## config.mk

```make
export PLATFORM = sky130hd
export DESIGN_NAME = resv_sched_ctrl
export DESIGN_NICKNAME = d
export VERILOG_FILES = /design/src/rtl/resv_sched_ctrl.sv
export SDC_FILE = /design/constraint.sdc
export NUM_CORES = 1
export LEC_CHECK = 0
export ABC_AREA = 1
export CORE_UTILIZATION = 30
export CTS_BUF_LIST = sky130_fd_sc_hd__clkbuf_4
export CTS_CLUSTER_DIAMETER = 60
export DETAILED_ROUTE_END_ITERATION = 10
export GPL_ROUTABILITY_DRIVEN = 0
export PLACE_DENSITY = 0.74
export SLEW_MARGIN = 30
export SYNTH_ARGS = -nofsm -noshare
export SYNTH_HDL_FRONTEND = slang
export SYNTH_SLANG_ARGS = --single-unit
```

## constraint.sdc

```tcl
create_clock -name clk -period 1.7 [get_ports clk]
set_input_delay 0.255 -clock clk [delete_from_list [all_inputs] [get_ports clk]]
set_output_delay 0.255 -clock clk [all_outputs]
set_load 0.01 [all_outputs]
```

## src/rtl/resv_sched_ctrl.sv

```systemverilog
// Dispatch/issue controller for two reservation stations sharing one execution unit; 0-cycle dispatch and issue.
// Backpressure: ready drops on a full target station, STALL or FLUSH. Optional perf counters: RESV_SCHED_PERF_EN.
module resv_sched_ctrl #(
    parameter int CLR_CYCLES = 2,
    parameter int W_PERF     = 16
) (
    input  logic              clk,
    input  logic              rst,
    input  logic              DFI_PC_valid,
    input  logic              DFI_PC_pipe,
    input  logic              CFI_PC_full0,
    input  logic              CFI_PC_full1,
    input  logic              CDI_PV_c00,
    input  logic              CDI_PV_c01,
    input  logic              CDI_PV_c10,
    input  logic              CDI_PV_c11,
    input  logic              CFI_PC_eu_ready,
    input  logic              CFI_PC_flush,
    input  logic              CFI_PC_stall,
    output logic              CFO_PC_ready,
    output logic              CFO_PC_ena0,
    output logic              CFO_PC_ena1,
    output logic              CFO_PC_stall0,
    output logic              CFO_PC_stall1,
    output logic              CFO_PC_clear0,
    output logic              CFO_PC_clear1,
    output logic [1:0]        CDO_PC_s1_0,
    output logic [1:0]        CDO_PC_s1_1,
    output logic              CFO_PC_issue,
    output logic              CDO_PC_gnt,
    output logic [W_PERF-1:0] CDO_PD_perf_disp,
    output logic [W_PERF-1:0] CDO_PD_perf_iss,
    output logic [W_PERF-1:0] CDO_PD_perf_blk
);
    typedef enum logic [1:0] {S_FLUSH = 2'd0, S_RUN = 2'd1, S_STALL = 2'd2} state_t;

    localparam logic [3:0] CNT_INIT = 4'(CLR_CYCLES - 1);

    state_t     r_state;
    state_t     w_next;
    logic [3:0] r_cnt;
    logic       r_rr;
    logic       w_run;
    logic       w_elig0;
    logic       w_elig1;
    logic       w_gnt;
    logic [1:0] w_sel0;
    logic [1:0] w_sel1;

    always_ff @(posedge clk) begin
        if (rst) begin
            r_state <= S_FLUSH;
            r_cnt   <= CNT_INIT;
        end else begin
            r_state <= w_next;
            // Reload on entry and on a repeated flush; otherwise count down while clearing.
            if (w_next == S_FLUSH && (r_state != S_FLUSH || CFI_PC_flush))
                r_cnt <= CNT_INIT;
            else if (r_state == S_FLUSH && r_cnt != 4'd0)
                r_cnt <= r_cnt - 4'd1;
        end
    end

    always_comb begin
        w_next = r_state;
        case (r_state)
            S_FLUSH: begin
                if (!CFI_PC_flush && r_cnt == 4'd0)
                    w_next = CFI_PC_stall ? S_STALL : S_RUN;
            end
            S_RUN, S_STALL: begin
                if (CFI_PC_flush)      w_next = S_FLUSH;
                else if (CFI_PC_stall) w_next = S_STALL;
                else                   w_next = S_RUN;
            end
            default: w_next = S_FLUSH;
        endcase
    end

    always_comb begin
        w_run   = (r_state == S_RUN) && !rst;
        w_elig0 = CDI_PV_c00 || CDI_PV_c01;
        w_elig1 = CDI_PV_c10 || CDI_PV_c11;
        w_sel0  = CDI_PV_c00 ? 2'b01 : (CDI_PV_c01 ? 2'b10 : 2'b00);
        w_sel1  = CDI_PV_c10 ? 2'b01 : (CDI_PV_c11 ? 2'b10 : 2'b00);
        w_gnt   = (w_elig0 && w_elig1) ? r_rr : w_elig1;

        CFO_PC_clear0 = (r_state == S_FLUSH) || rst;
        CFO_PC_clear1 = CFO_PC_clear0;
        CFO_PC_stall0 = (r_state == S_STALL) && !rst;
        CFO_PC_stall1 = CFO_PC_stall0;
        CFO_PC_ready  = w_run && !(DFI_PC_pipe ? CFI_PC_full1 : CFI_PC_full0);
        CFO_PC_ena0   = DFI_PC_valid && CFO_PC_ready && !DFI_PC_pipe;
        CFO_PC_ena1   = DFI_PC_valid && CFO_PC_ready && DFI_PC_pipe;
        CFO_PC_issue  = w_run && CFI_PC_eu_ready && (w_elig0 || w_elig1);
        CDO_PC_gnt    = CFO_PC_issue && w_gnt;
        CDO_PC_s1_0   = (CFO_PC_issue && !w_gnt) ? w_sel0 : 2'b00;
        CDO_PC_s1_1   = (CFO_PC_issue && w_gnt) ? w_sel1 : 2'b00;
    end

    always_ff @(posedge clk) begin
        if (rst)               r_rr <= 1'b0;
        else if (CFO_PC_issue) r_rr <= ~CDO_PC_gnt;
    end

`ifdef RESV_SCHED_PERF_EN
    logic [W_PERF-1:0] r_perf_disp;
    logic [W_PERF-1:0] r_perf_iss;
    logic [W_PERF-1:0] r_perf_blk;

    always_ff @(posedge clk) begin
        if (rst) begin
            r_perf_disp <= '0;
            r_perf_iss  <= '0;
            r_perf_blk  <= '0;
        end else begin
            if (CFO_PC_ena0 || CFO_PC_ena1)     r_perf_disp <= r_perf_disp + W_PERF'(1);
            if (CFO_PC_issue)                   r_perf_iss  <= r_perf_iss + W_PERF'(1);
            if (DFI_PC_valid && !CFO_PC_ready)  r_perf_blk  <= r_perf_blk + W_PERF'(1);
        end
    end

    assign CDO_PD_perf_disp = r_perf_disp;
    assign CDO_PD_perf_iss  = r_perf_iss;
    assign CDO_PD_perf_blk  = r_perf_blk;
`else
    assign CDO_PD_perf_disp = '0;
    assign CDO_PD_perf_iss  = '0;
    assign CDO_PD_perf_blk  = '0;
`endif

endmodule

```

==> After elaboration in Yosys (flattened, before gate mapping) <==
Index checks and enable logic that the tools add are counted.
{ "totals": {"mem_bits_ro": 0, "reg_bits": 7, "mem_count": 0, "word_cells": 50, "ram_bits": 0, "out_inout_bits": 61, "latchBits": 0, "in_bits": 13} }
{ "op_classes": {"n_lt_le_gt_ge": 0, "div_mod_pow": 0, "n_mul": 0, "n_eq_ne": 2, "n_shift": 0, "reduce_logical": 31, "bitwise_logic": 1, "n_addsub": 1, "mux": 12} }
{ "ops": {"columns": ["operator", "n"], "rows": [
  ["two-way mux 2 bit", 9],
  ["logical AND 1 bit", 14],
  ["zero test 1 bit", 5],
  ["logical OR 1 bit", 5],
  ["zero test 2 bit", 2],
  ["zero test 4 bit", 1],
  ["one-hot mux 2 bit (2 select lines)", 1],
  ["nonzero test 4 bit", 1],
  ["OR reduction 2 bit", 2],
  ["subtractor 4 x 1 -> 4 bit, second input constant", 1],
  ["== test 2 x 1 -> 1 bit, second input constant", 1],
  ["== test 2 bit, second input constant", 1],
  ["two-way mux 1 bit", 2],
  ["nonzero test 2 bit", 1],
  ["inverter 1 bit", 1]
]} }

==> Longest topological paths before layout <==
{ "logic_depth": {"word_depth": 7, "depth_mapped": 10, "depth_no_buf": 10} }

==> Least setup slack after synthesis <==
No wires, ideal clock.
{ "synth_path": {"kind": "flip-flop to output port", "start": "reg r_state[1]", "end": "out CDO_PC_s1_0[0]", "t_required_ns": 1.445, "n_path_buf": 0, "path_stages_with_launch": 9, "arrival_time_ns": 1.287, "setup_slack_ns": 0.158, "cell_sequence": "dfxtp_1 inv_1 ha_1 inv_1 nor2_1 nand2_1 a21oi_1 nand2_1 nor2_1"} }
{ "synth_between": {"elab_chain_cells": 6} }
{ "synth_rtl": {"columns": ["item", "line", "text"], "rows": [
  ["from (decl)", "39", "state_t r_state;"],
  ["from (signal assigned)", "55", "r_state <= w_next;"],
  ["== test 2 x 1 -> 1 bit", "81", "w_run = (r_state == S_RUN) && !rst;"],
  ["logical AND 1 bit", "81", null],
  ["logical AND 1 bit (2 in series)", "95", "CFO_PC_issue = w_run && CFI_PC_eu_ready && (w_elig0 || w_elig1);"],
  ["net CFO_PC_issue", "29", "output logic CFO_PC_issue,"],
  ["logical AND 1 bit", "97", "CDO_PC_s1_0 = (CFO_PC_issue && !w_gnt) ? w_sel0 : 2'b00;"],
  ["two-way mux 2 bit", "97", null],
  ["to (decl)", "27", "output logic [1:0] CDO_PC_s1_0,"]
]} }
The timed path passes the listed nets, and every way through them passes these cells.

==> Final worst setup path <==
{ "layout_path": {"start": "reg r_state[1]", "end": "out CFO_PC_ena0"} }
{ "layout_between": {"elab_chain_cells": 5} }
{ "layout_rtl": {"columns": ["item", "line", "text"], "rows": [
  ["== test 2 x 1 -> 1 bit", "81", null],
  ["logical AND 1 bit", "81", null],
  ["logical AND 1 bit", "92", "CFO_PC_ready = w_run && !(DFI_PC_pipe ? CFI_PC_full1 : CFI_PC_full0);"],
  ["logical AND 1 bit (2 in series)", "93", "CFO_PC_ena0 = DFI_PC_valid && CFO_PC_ready && !DFI_PC_pipe;"],
  ["to (decl)", "21", "output logic CFO_PC_ena0,"]
]} }
Every way passes these cells.

==> key figures <==
Outcome
  – Outcome: complete, but fails checks
  – Failing checks: negative setup slack

Timing
  – Minimum clock period after layout: 1740 ps
  – Max Freq: 574 MHz
  – Final setup fails: 5
  – Final Skew: 7.44 ps
  – RSZ-0062 raised after global routing: yes
  – Tcrit/Tclk final: 103%
  – Final Hold Fails: 0
  – Final Slew Violations: 0
  – Final setup slack of the worst path: -43.6 ps
  – Setup tns final: -102 ps

Setup path
  – CP endpoint kind: output port
  – Critical Path RT: 1440 ps
  – CP arrival: 1490 ps
  – CP startpoint kind: flop
  – Slowest stage delay, CP: 320 ps
  – Setup CP Type: reg2out
  – Max FO, Critical Path: 2
  – Slowest CP cell: dfxtp_2
  – Top cell by count, worst path: inv_2
  – Crit-path cells: inv_2, ha_4, inv_2, nor2_4, buf_6, nand2_2, a21oi_2, nand2_1, nor2_1, buf_2

Clock tree
  – Clock Pin Slew Worst Setup and Hold Paths: 60 ps
  – CTS tree: built
  – Worst skew pair latency: 260 ps
  – # H-tree levels: 1
  – Cts bufs inserted: 3
  – Root buffer cell: clkbuf_4
  – Clock net sink count: 7
  – Clk buf depth: 2
  – Hold buffers post-CTS: 0

Final layout
  – Layout area overhead: 23.1%
  – Layout cells sized above 1: 29.0%
  – Area taken by flip-flops and latches: 143 um^2
  – Multi-input gate area: 591 um^2
  – Filler cell count: 342
  – Diodes inserted: 0
  – Final Net Count: 196

Placed design
  – Post-DP HPWL: 1.32 mm
  – Port buffer count: 25

Routing
  – Vias/cell: 3.55
  – Routed WL: 1.59 mm
  – Vias: 781
  – DRC: 0
  – Drt pass-1 iters: 4
  – Wire length per cell: 7.24 um
  – Drt first-iter violations: 28
  – ANT nets after route: 0

GRT
  – Initial antenna violation count: 0
  – Total GRT Usage: 9.21%
  – Largest net degree at the start of global routing: 6
  – First-pass GRT wire length: 2.35 mm
  – Vias in the first global route: 570
  – Total gr overflow: 0

Floorplanning
  – Io pins: 74
  – Die area: 3410 um^2
  – CORE AREA: 3030 um^2
  – Die X: 58.4 um
  – Initial Util: 31.5%
  – Row count: 20
  – Die Y: 58.4 um

Yosys
  – Count leader, synth: buf_4
  – Synth Area per Inst: 6.87 um^2
  – Syn Std Cell Area: 955 um^2
  – Seq/Total Area, Yosys: 14.7%
  – Leading area contributor after synthesis: buf_4
  – Synth async-reset ratio: 0%
  – Number of synthesis warnings: 0
  – Synth cell types: 21
  – #FFs+latches synth: 7
  – Commonest cells in the netlist: buf_4 (50), nand2_1 (18), inv_1 (17)
  – Top cells by area, synth: buf_4 (39%), dfxtp_1 (15%), ha_1 (7.9%)
  – Top-area cell type share of the netlist area: 39.3%
  – EDFF count, synth: 0
  – Top FF cell, synth: dfxtp_1
  – Synthesized instance count: 139

Power
  – Power per Cell Area: 950 nW/um^2
  – Total power: 1.12 mW
  – Worst VDD drop: 0.480 mV
  – Lkg Pwr: 0.643 nW

Min path
  – Hold WC Path Type: reg2reg

Flow run
  – Max-cap violations: 0
==> critical path: cells and delay by family, from the launching register on <==
kind,cells,cell delay (ps)
DFF,1,320
buffers and inverters,4,350
and+or+nand+nor,4,320
adders and majority gates,1,130
AOI/OAI and AO/OA,1,110
==> cell usage in the layout (no fill, tap or decap), types with 2 or more instances in the layout <==
cell type | synthesis | final
conb_1 | 1 | 48
dfxtp_2 | 0 | 2
clkdlybuf4s50_1 | 0 | 12
inv_2 | 1 | 5
ha_1 | 6 | 4
a21oi_2 | 3 | 5
nand2_2 | 3 | 5
inv_1 | 17 | 13
xor2_1 | 2 | 2
dlygate4sd2_1 | 0 | 2
clkbuf_4 | 0 | 4
nand2_1 | 18 | 16
nor2_1 | 15 | 13
dfxtp_1 | 7 | 5
nor3_1 | 2 | 2
buf_4 | 50 | 9
nor2_4 | 0 | 2
buf_6 | 0 | 3
nand3_1 | 3 | 3
a21oi_1 | 4 | 2
buf_2 | 0 | 10
==> area by class of cell <==
type	instances	area share, %
Clock buffer	4	2.56
Inverter	18	5.75
Sequential cell	7	12.1
Timing Repair Buffer	36	24.6
Multi-Input combinational cell	111	50.3
Tap cell	44	4.69
==> power by group <==
group | switching, mW | leakage (nW) | internal, mW
logic | 0.395 | 0.567 | 0.291
clock network | 0.0660 | 0.0184 | 0.106
registers | 0.0398 | 0.0580 | 0.218
total | 0.501 | 0.643 | 0.615
==> routing by layer <==
| metal | wire [um] | vias to the layer above | GRT usage [%] |
|---|---|---|---|
| met4 | 19 | 0 | 4.08 |
| li1 | - | 397 | - |
| met2 | 727 | 48 | 15.1 |
| met3 | 175 | 5 | 3.52 |
| met1 | 669 | 331 | 10.7 |
| met5 | 0 | - | 0 |
==> cell families after synthesis <==
logic type      Yosys count  synth area share, %
other cells               1                0.393
simple gates             44                 20.2
fa+ha+maj                 6                 7.86
buf+inv                  68                 46.4
compound gates           10                 7.73
xor+xnor                  3                 2.75
flops                     7                 14.7
==> state kept, by name, indices dropped and copies added, names as in the netlist <==
register,cells
r_rr,1
r_state,2
r_cnt,4
==> metrics by stage <==
stage,cells,hold slack (ps),worst slack [ps],utilization (%),cell area [um^2]
CTS,220,494,-109,37.8,1140
finish,220,493,-43.6,38.8,1170
detailed placement,214,483,-412,37.3,1130
global placement,214,486,-374,37.3,1130
floorplan,186,334,158,-,1130
global route,220,530,-130,38.8,1170
==> timing repair <==
action	CTS	global route
pin swaps	3	7
setup buffers	2	0
endpoints found under the setup margin	13	13
resized for setup	54	12
==> worst paths after layout <==
kind              startpoint          end  slack [ps]  cells after the start
setup / recovery  r_state[1]  CFO_PC_ena0         -40                     10
hold / removal          r_rr         r_rr         490                      2
hold reg to reg         r_rr         r_rr         490                      2
setup reg to reg  r_state[0]     r_cnt[3]         210                      9
Power figures use the tool's default switching activity.
